--- src/rtl/seq_shift_add_multiplier.sv ---
// Sequential shift-and-add multiplier: one multiplier bit per cycle, fixed WIDTH-cycle latency,
// optional two's-complement operands handled as sign + magnitude.
//   state | meaning
//   IDLE  | waiting for an operand set, in_ready high
//   CALC  | WIDTH cycles of shift-and-add on the captured magnitudes
//   DONE  | product valid, held until out_ready
module seq_shift_add_multiplier #(
    parameter int WIDTH     = 8,
    parameter bit SIGNED_EN = 1'b1
) (
    input  logic               clk,
    input  logic               rst,
    input  logic               in_valid,
    output logic               in_ready,
    input  logic [WIDTH-1:0]   a,
    input  logic [WIDTH-1:0]   b,
    input  logic               signed_mode,
    output logic               out_valid,
    input  logic               out_ready,
    output logic [2*WIDTH-1:0] product,
    output logic               busy
);

    localparam int PW = 2 * WIDTH;
    localparam int CW = $clog2(WIDTH);
    localparam logic [CW-1:0] CNT_LAST = CW'(WIDTH - 1);

    typedef enum logic [1:0] {
        IDLE,
        CALC,
        DONE
    } state_t;

    state_t          state_q, state_d;
    logic [CW-1:0]   cnt_q, cnt_d;
    logic [PW-1:0]   mcand_q, mcand_d;
    logic [WIDTH-1:0] mplier_q, mplier_d;
    logic [PW-1:0]   acc_q, acc_d;
    logic [PW-1:0]   product_q, product_d;
    logic            neg_q, neg_d;

    logic            mode_signed;
    logic            a_neg;
    logic            b_neg;
    logic [WIDTH-1:0] a_mag;
    logic [WIDTH-1:0] b_mag;
    logic [PW-1:0]   acc_sum;

    always_comb begin
        mode_signed = SIGNED_EN && signed_mode;
        a_neg       = mode_signed && a[WIDTH-1];
        b_neg       = mode_signed && b[WIDTH-1];
        // Negating the most negative value wraps to 2^(WIDTH-1), which is the correct magnitude.
        a_mag       = a_neg ? (~a + WIDTH'(1)) : a;
        b_mag       = b_neg ? (~b + WIDTH'(1)) : b;
        acc_sum     = mplier_q[0] ? (acc_q + mcand_q) : acc_q;
    end

    always_comb begin
        state_d   = state_q;
        cnt_d     = cnt_q;
        mcand_d   = mcand_q;
        mplier_d  = mplier_q;
        acc_d     = acc_q;
        product_d = product_q;
        neg_d     = neg_q;

        case (state_q)
            IDLE: begin
                if (in_valid) begin
                    mcand_d  = PW'(a_mag);
                    mplier_d = b_mag;
                    acc_d    = '0;
                    cnt_d    = '0;
                    // A zero operand always gives a positive result, so no negative-zero path exists.
                    neg_d    = (a_neg ^ b_neg) && (a != '0) && (b != '0);
                    state_d  = CALC;
                end
            end
            CALC: begin
                acc_d    = acc_sum;
                mcand_d  = mcand_q << 1;
                mplier_d = mplier_q >> 1;
                cnt_d    = cnt_q + CW'(1);
                if (cnt_q == CNT_LAST) begin
                    cnt_d     = '0;
                    product_d = neg_q ? (~acc_sum + PW'(1)) : acc_sum;
                    state_d   = DONE;
                end
            end
            DONE: begin
                if (out_ready) begin
                    state_d = IDLE;
                end
            end
            default: begin
                state_d = IDLE;
            end
        endcase
    end

    always_ff @(posedge clk or posedge rst) begin
        if (rst) begin
            state_q   <= IDLE;
            cnt_q     <= '0;
            mcand_q   <= '0;
            mplier_q  <= '0;
            acc_q     <= '0;
            product_q <= '0;
            neg_q     <= 1'b0;
        end else begin
            state_q   <= state_d;
            cnt_q     <= cnt_d;
            mcand_q   <= mcand_d;
            mplier_q  <= mplier_d;
            acc_q     <= acc_d;
            product_q <= product_d;
            neg_q     <= neg_d;
        end
    end

    // in_ready is gated by rst so it reads low in reset yet allows acceptance on the first edge after.
    assign in_ready  = (state_q == IDLE) && !rst;
    assign out_valid = (state_q == DONE);
    assign busy      = (state_q != IDLE);
    assign product   = product_q;

endmodule

--- config.mk ---
export PLATFORM = sky130hd
export DESIGN_NAME = seq_shift_add_multiplier
export DESIGN_NICKNAME = d
export VERILOG_FILES = /design/src/rtl/seq_shift_add_multiplier.sv
export SDC_FILE = /design/constraint.sdc
export NUM_CORES = 1
export LEC_CHECK = 0
export CAP_MARGIN = 20
export CORE_MARGIN = 3
export CORE_UTILIZATION = 30
export CTS_CLUSTER_DIAMETER = 100
export DETAILED_ROUTE_END_ITERATION = 10
export SYNTH_ARGS = -nofsm -noshare
export SYNTH_HDL_FRONTEND = slang
export SYNTH_SLANG_ARGS = --single-unit
--- constraint.sdc ---
create_clock -name clk -period 4.5 [get_ports clk]
set_clock_uncertainty 0.2 [all_clocks]
set_input_delay 0.45 -clock clk [delete_from_list [all_inputs] [get_ports clk]]
set_output_delay 0.45 -clock clk [all_outputs]
set_load 0.005 [all_outputs]
==> results of run 1 <==
[layer usage]
layer  share of wire  global-route usage
met1            0.51               0.195
met2            0.43               0.205
met3           0.050              0.0279
met4           0.012              0.0438
met5               0                   0
[critical path, delay by kind of cell (launching register included)]
family / cells / cell delay [ps]
AOI/OAI and AO/OA: 6 / 1910
adders and majority gates: 2 / 690
DFF: 1 / 400
muxes: 1 / 380
and+or+nand+nor: 1 / 130
[registers in the layout (all words and copies together), names as in the netlist]
name	count
acc_q	16
mplier_q	8
neg_q	1
cnt_q	3
product	16
mcand_q	16
state_q	2
[kinds of logic (layout without fill, tap and decap cells)]
family | Yosys count | in the layout | share of synthesized area
buffers and inverters | 36 | 72 | 0.0402
adders and majority gates | 21 | 21 | 0.0643
xor gates and xnor gates | 27 | 27 | 0.0563
and+or+nand+nor | 174 | 174 | 0.207
DFF | 62 | 62 | 0.369
muxes | 11 | 11 | 0.0301
AOI/OAI and AO/OA | 147 | 147 | 0.233
[layout by cell type, fill, tap and decap left out, types with 4 or more instances in the layout]
master,n
sky130_fd_sc_hd__nor3_1,13
sky130_fd_sc_hd__a21oi_1,15
sky130_fd_sc_hd__clkbuf_16,9
sky130_fd_sc_hd__o21ai_1,6
sky130_fd_sc_hd__mux2i_1,7
sky130_fd_sc_hd__nand2b_1,6
sky130_fd_sc_hd__nand2_1,69
sky130_fd_sc_hd__ha_1,20
sky130_fd_sc_hd__dfrtp_1,62
sky130_fd_sc_hd__buf_4,5
sky130_fd_sc_hd__clkdlybuf4s50_1,39
sky130_fd_sc_hd__o21ai_0,60
sky130_fd_sc_hd__nand3_1,25
sky130_fd_sc_hd__nor2_1,22
sky130_fd_sc_hd__o31ai_1,6
sky130_fd_sc_hd__a22oi_1,14
sky130_fd_sc_hd__inv_1,10
sky130_fd_sc_hd__xnor2_1,17
sky130_fd_sc_hd__and3_1,6
sky130_fd_sc_hd__xor2_1,10
sky130_fd_sc_hd__a31oi_1,4
[area by class of cell]
class                           instances  area (µm²)  area share
Sequential cell                        62        1550       0.306
Multi-Input combinational cell        380        2480       0.489
Inverter                               12        45.0     0.00887
Timing Repair Buffer                   44         428      0.0843
Clock inverter                          3        90.1      0.0177
Tap cell                              176         220      0.0434
Clock buffer                           13         260      0.0513
[stage by stage]
| step | instance area [µm²] | hold slack, ps | total power, mW |
|---|---|---|---|
| global route | 5080 | 325 | 4.58 |
| CTS | 5080 | 287 | 4.21 |
| finish | 5080 | 276 | 4.20 |
| floorplan | 4200 | 250 | 2.77 |
| detailed placement | 4730 | 275 | 3.38 |
| global placement | 4730 | 267 | 3.31 |
[Yosys cell counts, types with 2 or more instances]
cell type	count	area (µm²)
sky130_fd_sc_hd__nand2_1	69	259
sky130_fd_sc_hd__dfrtp_1	62	1550
sky130_fd_sc_hd__o21ai_0	60	300
sky130_fd_sc_hd__nand3_1	25	125
sky130_fd_sc_hd__nor2_1	22	82.6
sky130_fd_sc_hd__ha_1	20	250
sky130_fd_sc_hd__clkbuf_1	17	63.8
sky130_fd_sc_hd__xnor2_1	17	149
sky130_fd_sc_hd__a21oi_1	15	75.1
sky130_fd_sc_hd__a22oi_1	14	105
sky130_fd_sc_hd__nor3_1	13	65.1
sky130_fd_sc_hd__inv_1	11	41.3
sky130_fd_sc_hd__xor2_1	10	87.6
sky130_fd_sc_hd__mux2i_1	7	70.1
sky130_fd_sc_hd__and3_1	6	37.5
sky130_fd_sc_hd__nand2b_1	6	37.5
sky130_fd_sc_hd__o21ai_1	6	30.0
sky130_fd_sc_hd__o31ai_1	6	45.0
sky130_fd_sc_hd__a31oi_1	4	25.0
sky130_fd_sc_hd__a211oi_1	3	22.5
sky130_fd_sc_hd__a21o_1	3	22.5
sky130_fd_sc_hd__a221o_1	3	30.0
sky130_fd_sc_hd__mux2_2	3	33.8
sky130_fd_sc_hd__o211ai_1	3	22.5
sky130_fd_sc_hd__or3_1	3	18.8
sky130_fd_sc_hd__a221oi_1	2	17.5
sky130_fd_sc_hd__a22o_1	2	17.5
sky130_fd_sc_hd__and2_1	2	12.5
sky130_fd_sc_hd__and3b_1	2	17.5
sky130_fd_sc_hd__and4_1	2	17.5
sky130_fd_sc_hd__buf_2	2	10.0
sky130_fd_sc_hd__buf_4	2	15.0
sky130_fd_sc_hd__clkbuf_8	2	27.5
sky130_fd_sc_hd__nand3_2	2	20.0
sky130_fd_sc_hd__nor2b_1	2	12.5
sky130_fd_sc_hd__nor4_1	2	12.5
sky130_fd_sc_hd__o2111a_1	2	22.5
sky130_fd_sc_hd__o21a_1	2	15.0
sky130_fd_sc_hd__o22ai_1	2	12.5
sky130_fd_sc_hd__or2_2	2	12.5
[power by group]
part | leakage (nW) | switching, mW | total, mW | internal, mW
Clock | 0.170 | 0.245 | 0.817 | 0.571
Sequential | 0.793 | 0.217 | 1.02 | 0.805
Combinational | 1.19 | 1.38 | 2.36 | 0.977
[worst paths after layout]
path | startpoint | endpoint | slack [ps] | cells after the start
max in group asynchronous | rst | acc_q[15] | 2860 | 3
setup / recovery | mcand_q[0] | product[15] | 680 | 10
hold reg to reg | product[7] | product[7] | 280 | 2
setup reg to reg | mcand_q[0] | product[15] | 680 | 10
hold / removal | product[7] | product[7] | 280 | 2
min in group asynchronous | rst | mplier_q[1] | 340 | 2
==> results, run 1 <==
- The first global-routing pass estimated 17,400 µm of wire.
- The average wire length per cell after detail routing is 14.7 µm.
- In this run, post-CTS repair resized a total of 0 instances.
- The die covers 15,500 µm².
- Setup repair after global routing left no endpoint under its margin.
- For this run, the number of Yosys warnings is 0.
- The post-route minimum period is 3820 ps.
- The number of remaining DRC errors is 0.
- The number of violations of the max-capacitance limit is 0.
- The die outline width is 124 µm.
- The most used flip-flop cell after synthesis is sky130_fd_sc_hd__dfrtp_1.
- Across every metal layer, demand over resource in global routing totals 0.136.
- The maximum buffer depth of the clock tree is 2.
- Once the clock tree was built, the setup fixing pass inserted 0 buffers.
- The overall die height is 124 µm.
- By startpoint and endpoint, the worst setup path is classified as register to register.
- The run finished with clean final reports.
- The synthesis-stage register bit count is 62.
- The number of nets in the synthesized netlist is 520.
- The effective utilization at floorplan is 0.312.
- The summed negative setup slack over all endpoints is 0 ps.
- The final number of hold-violating endpoints is 0.
- The via count of the first global-routing pass is 3,523.
- The via count normalized by instance count is 5.22.
- The largest single stage delay on the critical path is 440 ps.
- IR analysis of the VDD net gives a maximum drop of 0.000232 V.
- The clock root buffer master is sky130_fd_sc_hd__clkbuf_16.
- The gate count of the mapped netlist is 478.
- The share of the yosys chip area belonging to registers is 0.369.
- In the final design database the tool counted 551 nets.
- The clock net in this run drives a total of 62 sinks.
- Walking the worst path, the cells encountered are ha_1 > fa_1 > a21oi_1 > o21ai_1 > a211oi_1 > mux2_2 > o21ai_0 > nand2_1 > o2111a_1 > a221o_1.
- The CTS clock-pin slew for the worst setup and hold paths is 50 ps.
- The HPWL after detailed placement is 7410 µm.
- The power density normalized to cell area is 827 nW/µm².
- For this block, the via count after detailed routing is 3,604.
- Summed over all layers, the global routing overflow is 0.
- The detail route stage leaves a number of antenna-violating nets equal to 0.
- The cell area after synthesis is 4200 µm².
- In the final layout, the share of cells above drive strength 1 is 0.0837.
- At the end of the flow the core is filled with cells to 0.377.
- The post-route non-filler standard cell count is 690.
- The synthesized netlist contains 80 unique library cells.
- The number of buffers created by CTS is 9.
- The pre-antenna-repair detailed-routing pass consisted of 4 iterations.
- The slew at the pin closest to its max-slew limit is 956 ps.
- The initial antenna violation count came to 0.
- The number of I/O pins is 40.
- The later-pin clock latency in the skew report is 330 ps.
- STA classifies the critical path startpoint as a register.
- The detailed router finished its first iteration with 165 violations.
- The row count is 42.
- The repair_antennas step left the layout with diodes totalling 0.
- The H-tree was split into 3 levels.
- The congestion estimate from routability-driven global placement came to 0.876.
- For this design the static power due to leakage is 2.15 nW.
- The tightest min-delay check is of the register to register type.
- The number of buffers inserted by hold repair at cts is 0.
- The number of fillers in the final layout is 1,386.
- The synthesized design contains 0 enable-type register cells.
- The arrival time at the worst endpoint is 3830 ps.
- The maximum fanout count along the critical path is 5.
- The required time at the endpoint of the critical path is 4510 ps.
- The worst pin sits at a relative slew slack of 0.361.
- During placement, the flow inserted port buffers numbering 39.
- Setup slack on the critical path of the routed design comes to 682 ps.
- Setup violations remaining at the end of the flow were counted as 0.
- The final max-slew violation count is 0.
- The clock tree from TritonCTS is done.
- From synthesis to final layout, the design area changed by 20.8%.
- Of the available clock period, the critical path in the final layout requires 0.848.
- The critical path endpoint category is a register.
- The cell with the largest stage delay on the worst path is sky130_fd_sc_hd__o21ai_0.
- The post-detailed-routing wire length is 10,200 µm.
- Entering global routing, the biggest net connects 37 pins.
- The async set or reset register ratio after synthesis is 1.00.
- A synthesized cell averages 8.79 µm².
- Including well taps, the total number of placed cells is 674.
- Prior to clock tree synthesis, the placed netlist has a worst setup slack of 711 ps.
- The floorplan step defined a core boundary enclosing 13,500 µm².
- Static timing analysis puts the maximum clock frequency at 0.262 GHz.
Power figures use the tool's default switching activity.
==> inputs of run 2 (changes only) <==
==> constraint.sdc (replaced) <==
create_clock -name clk -period 3.5 [get_ports clk]
set_clock_uncertainty 0.2 [all_clocks]
set_input_delay 0.35 -clock clk [delete_from_list [all_inputs] [get_ports clk]]
set_output_delay 0.35 -clock clk [all_outputs]
set_load 0.005 [all_outputs]
==> results, run 2 (synthesis results as in run 1) <==
- The flow ran to the end, and the final reports show no timing, DRC or antenna violations.
- The overall die height is 124 µm (unchanged).
- The critical path endpoint category is a register.
- The worst max-slew margin expressed relative to the limit is 0.376 (+0.0141).
- The number of violations of the max-capacitance limit is 0 (unchanged).
- The cell with the largest stage delay on the worst path is sky130_fd_sc_hd__dfrtp_1.
- The clock root buffer master is sky130_fd_sc_hd__clkbuf_16.
- The overall via count from detail_route is 3,736 (+3.7%).
- The HPWL after detailed placement was 7820 µm (+5.5%).
- The post-route minimum period came to 3330 ps (-486 ps).
- The register-to-register path setup slack is 170 ps (-510 ps).
- The post-detailed-routing wire length is 10,700 µm (+5.6%).
- The initial antenna violation count is 0 (unchanged).
- The placeable core region is 13,500 µm² (unchanged).
- The final max-slew violation count is 0 (unchanged).
- Traced cell by cell, the critical path runs through ha_1 > and3_2 > a221oi_1 > and3_1 > o211ai_2 > a2111oi_2 > buf_4 > nand3_2 > o2111a_1 > a221o_1.
- The die outline area is 15,500 µm² (unchanged).
- The summed negative setup slack over all endpoints is 0 ps (unchanged).
- The startpoint-to-endpoint class of the critical path is register to register.
- The final critical-path share of the clock period is 0.952 (+0.103).
- The maximum number of pins on one net before global-route repair is 44 (+19%).
- The die outline width is 124 µm (unchanged).
- The count of nets after finishing is 569 (+3.3%).
- The CTS clock-pin slew for the worst setup and hold paths was 50 ps (about the same).
- The later-pin clock latency in the skew report came to 320 ps (about the same).
- The top cell types in the final layout, fill and taps aside, are sky130_fd_sc_hd__nand2_1 (69), sky130_fd_sc_hd__dfrtp_1 (62), sky130_fd_sc_hd__o21ai_0 (59), sky130_fd_sc_hd__clkdlybuf4s50_1 (39), sky130_fd_sc_hd__nand3_1 (25).
- The power density normalized to cell area came to 1060 nW/µm² (+29%).
- The worst register-to-register path begins at mcand_q[6].
- The CTS H-tree depth is 3 (unchanged).
- The area growth from synthesis to layout is 22.5%.
- The leakage power total is 2.20 nW (+2.3%).
- The number of sinks handled by clock tree synthesis is 62 (unchanged).
- The worst min-delay path category is register to register.
- The post-place setup slack is 86.6 ps (-624 ps).
- The overall track demand over capacity in global routing is 0.142 (+0.00631).
- The row count was 42 (unchanged).
- The clock tree from TritonCTS is done.
- The first-pass iteration count of the detailed router is 5 (+1).
- The starting DRC count in detailed routing is 204 (+24%).
- The number of nets with antenna violations after routing is 0 (unchanged).
- The required time at the endpoint of the critical path is 3500 ps (-1010 ps).
- The maximum fanout count along the critical path is 8 (+3).
- The maximum buffer depth of the clock tree came to 2 (unchanged).
- The final number of setup-violating endpoints is 0 (unchanged).
- The number of buffers created by CTS was 9 (unchanged).
- The via count of the first global-routing pass is 3,782 (+7.4%).
- The routability congestion estimate was 0.888 (+1.4%).
- The proportion of layout cells with a drive suffix above 1 is 0.125 (+0.0409).
- The effective utilization at floorplan was 0.312 (unchanged).
- The antenna diode count is 0 (unchanged).
- The leftover overflow at the end of global routing is 0 (unchanged).
- The number of cells traversed by the worst hold path is 2 (unchanged).
- Leaving out fill and tap cells, the most frequent cell in the layout is sky130_fd_sc_hd__nand2_1.
- The highest attainable clock frequency came to 0.300 GHz (+15%).
- The worst setup path is launched from a register.
- The worst min-delay path startpoint is product[5].
- The number of remaining DRC errors came to 0 (unchanged).
- The final number of hold-violating endpoints was 0 (unchanged).
- The sum of internal, switching and leakage power was 5.47 mW (+30%).
- The average wire length per cell after detail routing was 15.2 µm (+3.2%).
- The via count normalized by instance count is 5.29 (+1.3%).
- The terminus of the critical flop-to-flop path is product[15].
- The total of buffers placed on input and output ports is 39 (unchanged).
- The arrival time at the worst endpoint is 3340 ps (-490 ps).
- The number of I/O pins is 40 (unchanged).
- The delay contributed by the slowest stage of the critical path came to 410 ps (-30 ps).
- The number of buffers inserted by hold repair at cts came to 0 (unchanged).
- The largest vdd supply drop was 0.000408 V (+76%).
- Setup repair after global routing left no endpoint under its margin.
- The slew at the pin closest to its max-slew limit came to 935 ps (-20.2 ps).
- The worst hold path terminates at product[5].
- The path depth of the worst reg2reg path is 10 (unchanged).
- The post-route worst setup slack is 168 ps (-514 ps).
- The wire length of the first global-routing pass is 18,400 µm (+5.6%).
==> run 2: where the power goes <==
group,internal (mW),switching (mW),total (mW)
registers,1.03,0.292,1.33
clock network,0.488,0.308,0.796
logic,1.46,1.89,3.35
total,2.98,2.49,5.47
==> run 2: critical path, delay by kind of cell, from the launching register on <==
kind                     cells  cell delay, ps
flip-flops                   1             410
AO/OA/AOI/OAI                5            1360
buffers and inverters        1             180
adder cells (fa/ha/maj)      1             410
AND/OR/NAND/NOR              3             650
==> run 2: metrics by stage <==
step           cell area [µm²]  hold WS [ps]  utilization  instances
2_1_floorplan             4200           250            -        478
3_5_place_dp              4850           270        0.361        691
5_1_grt                   5150           296        0.383        706
6_report                  5150           274        0.383        706
4_1_cts                   5110           282        0.380        705
3_3_place_gp              4850           263        0.361        691
==> run 2: timing repair <==
item                       CTS  global route
resized for setup            0             8
setup endpoints to repair    0             3
buffers inserted             0             1
==> run 2: how the worst max path moves through the flow <==
stage / end / from / cells past startpoint / slack, ps
5_1_grt: product[15] / mcand_q[6] / 10 / 5
2_1_floorplan: product[15] / mcand_q[0] / 10 / 130
4_1_cts: product[15] / mcand_q[0] / 10 / 70
3_5_place_dp: product[15] / mcand_q[0] / 10 / 90
3_3_place_gp: product[15] / mcand_q[0] / 10 / 160
6_report: product[15] / mcand_q[6] / 10 / 170
==> run 2: area by class of cell <==
| class | count | area, µm² |
|---|---|---|
| Fill cell | 1411 | 8310 |
| Inverter | 12 | 45.0 |
| Clock inverter | 2 | 10.0 |
| Timing Repair Buffer | 62 | 563 |
| Tap cell | 176 | 220 |
| Clock buffer | 12 | 246 |
| Multi-Input combinational cell | 380 | 2510 |
| Sequential cell | 62 | 1550 |
==> run 2: per-layer routing <==
layer  track usage  share of wire
met4        0.0413         0.0096
met5             0              0
met1         0.204           0.51
met3        0.0287          0.054
met2         0.216           0.43
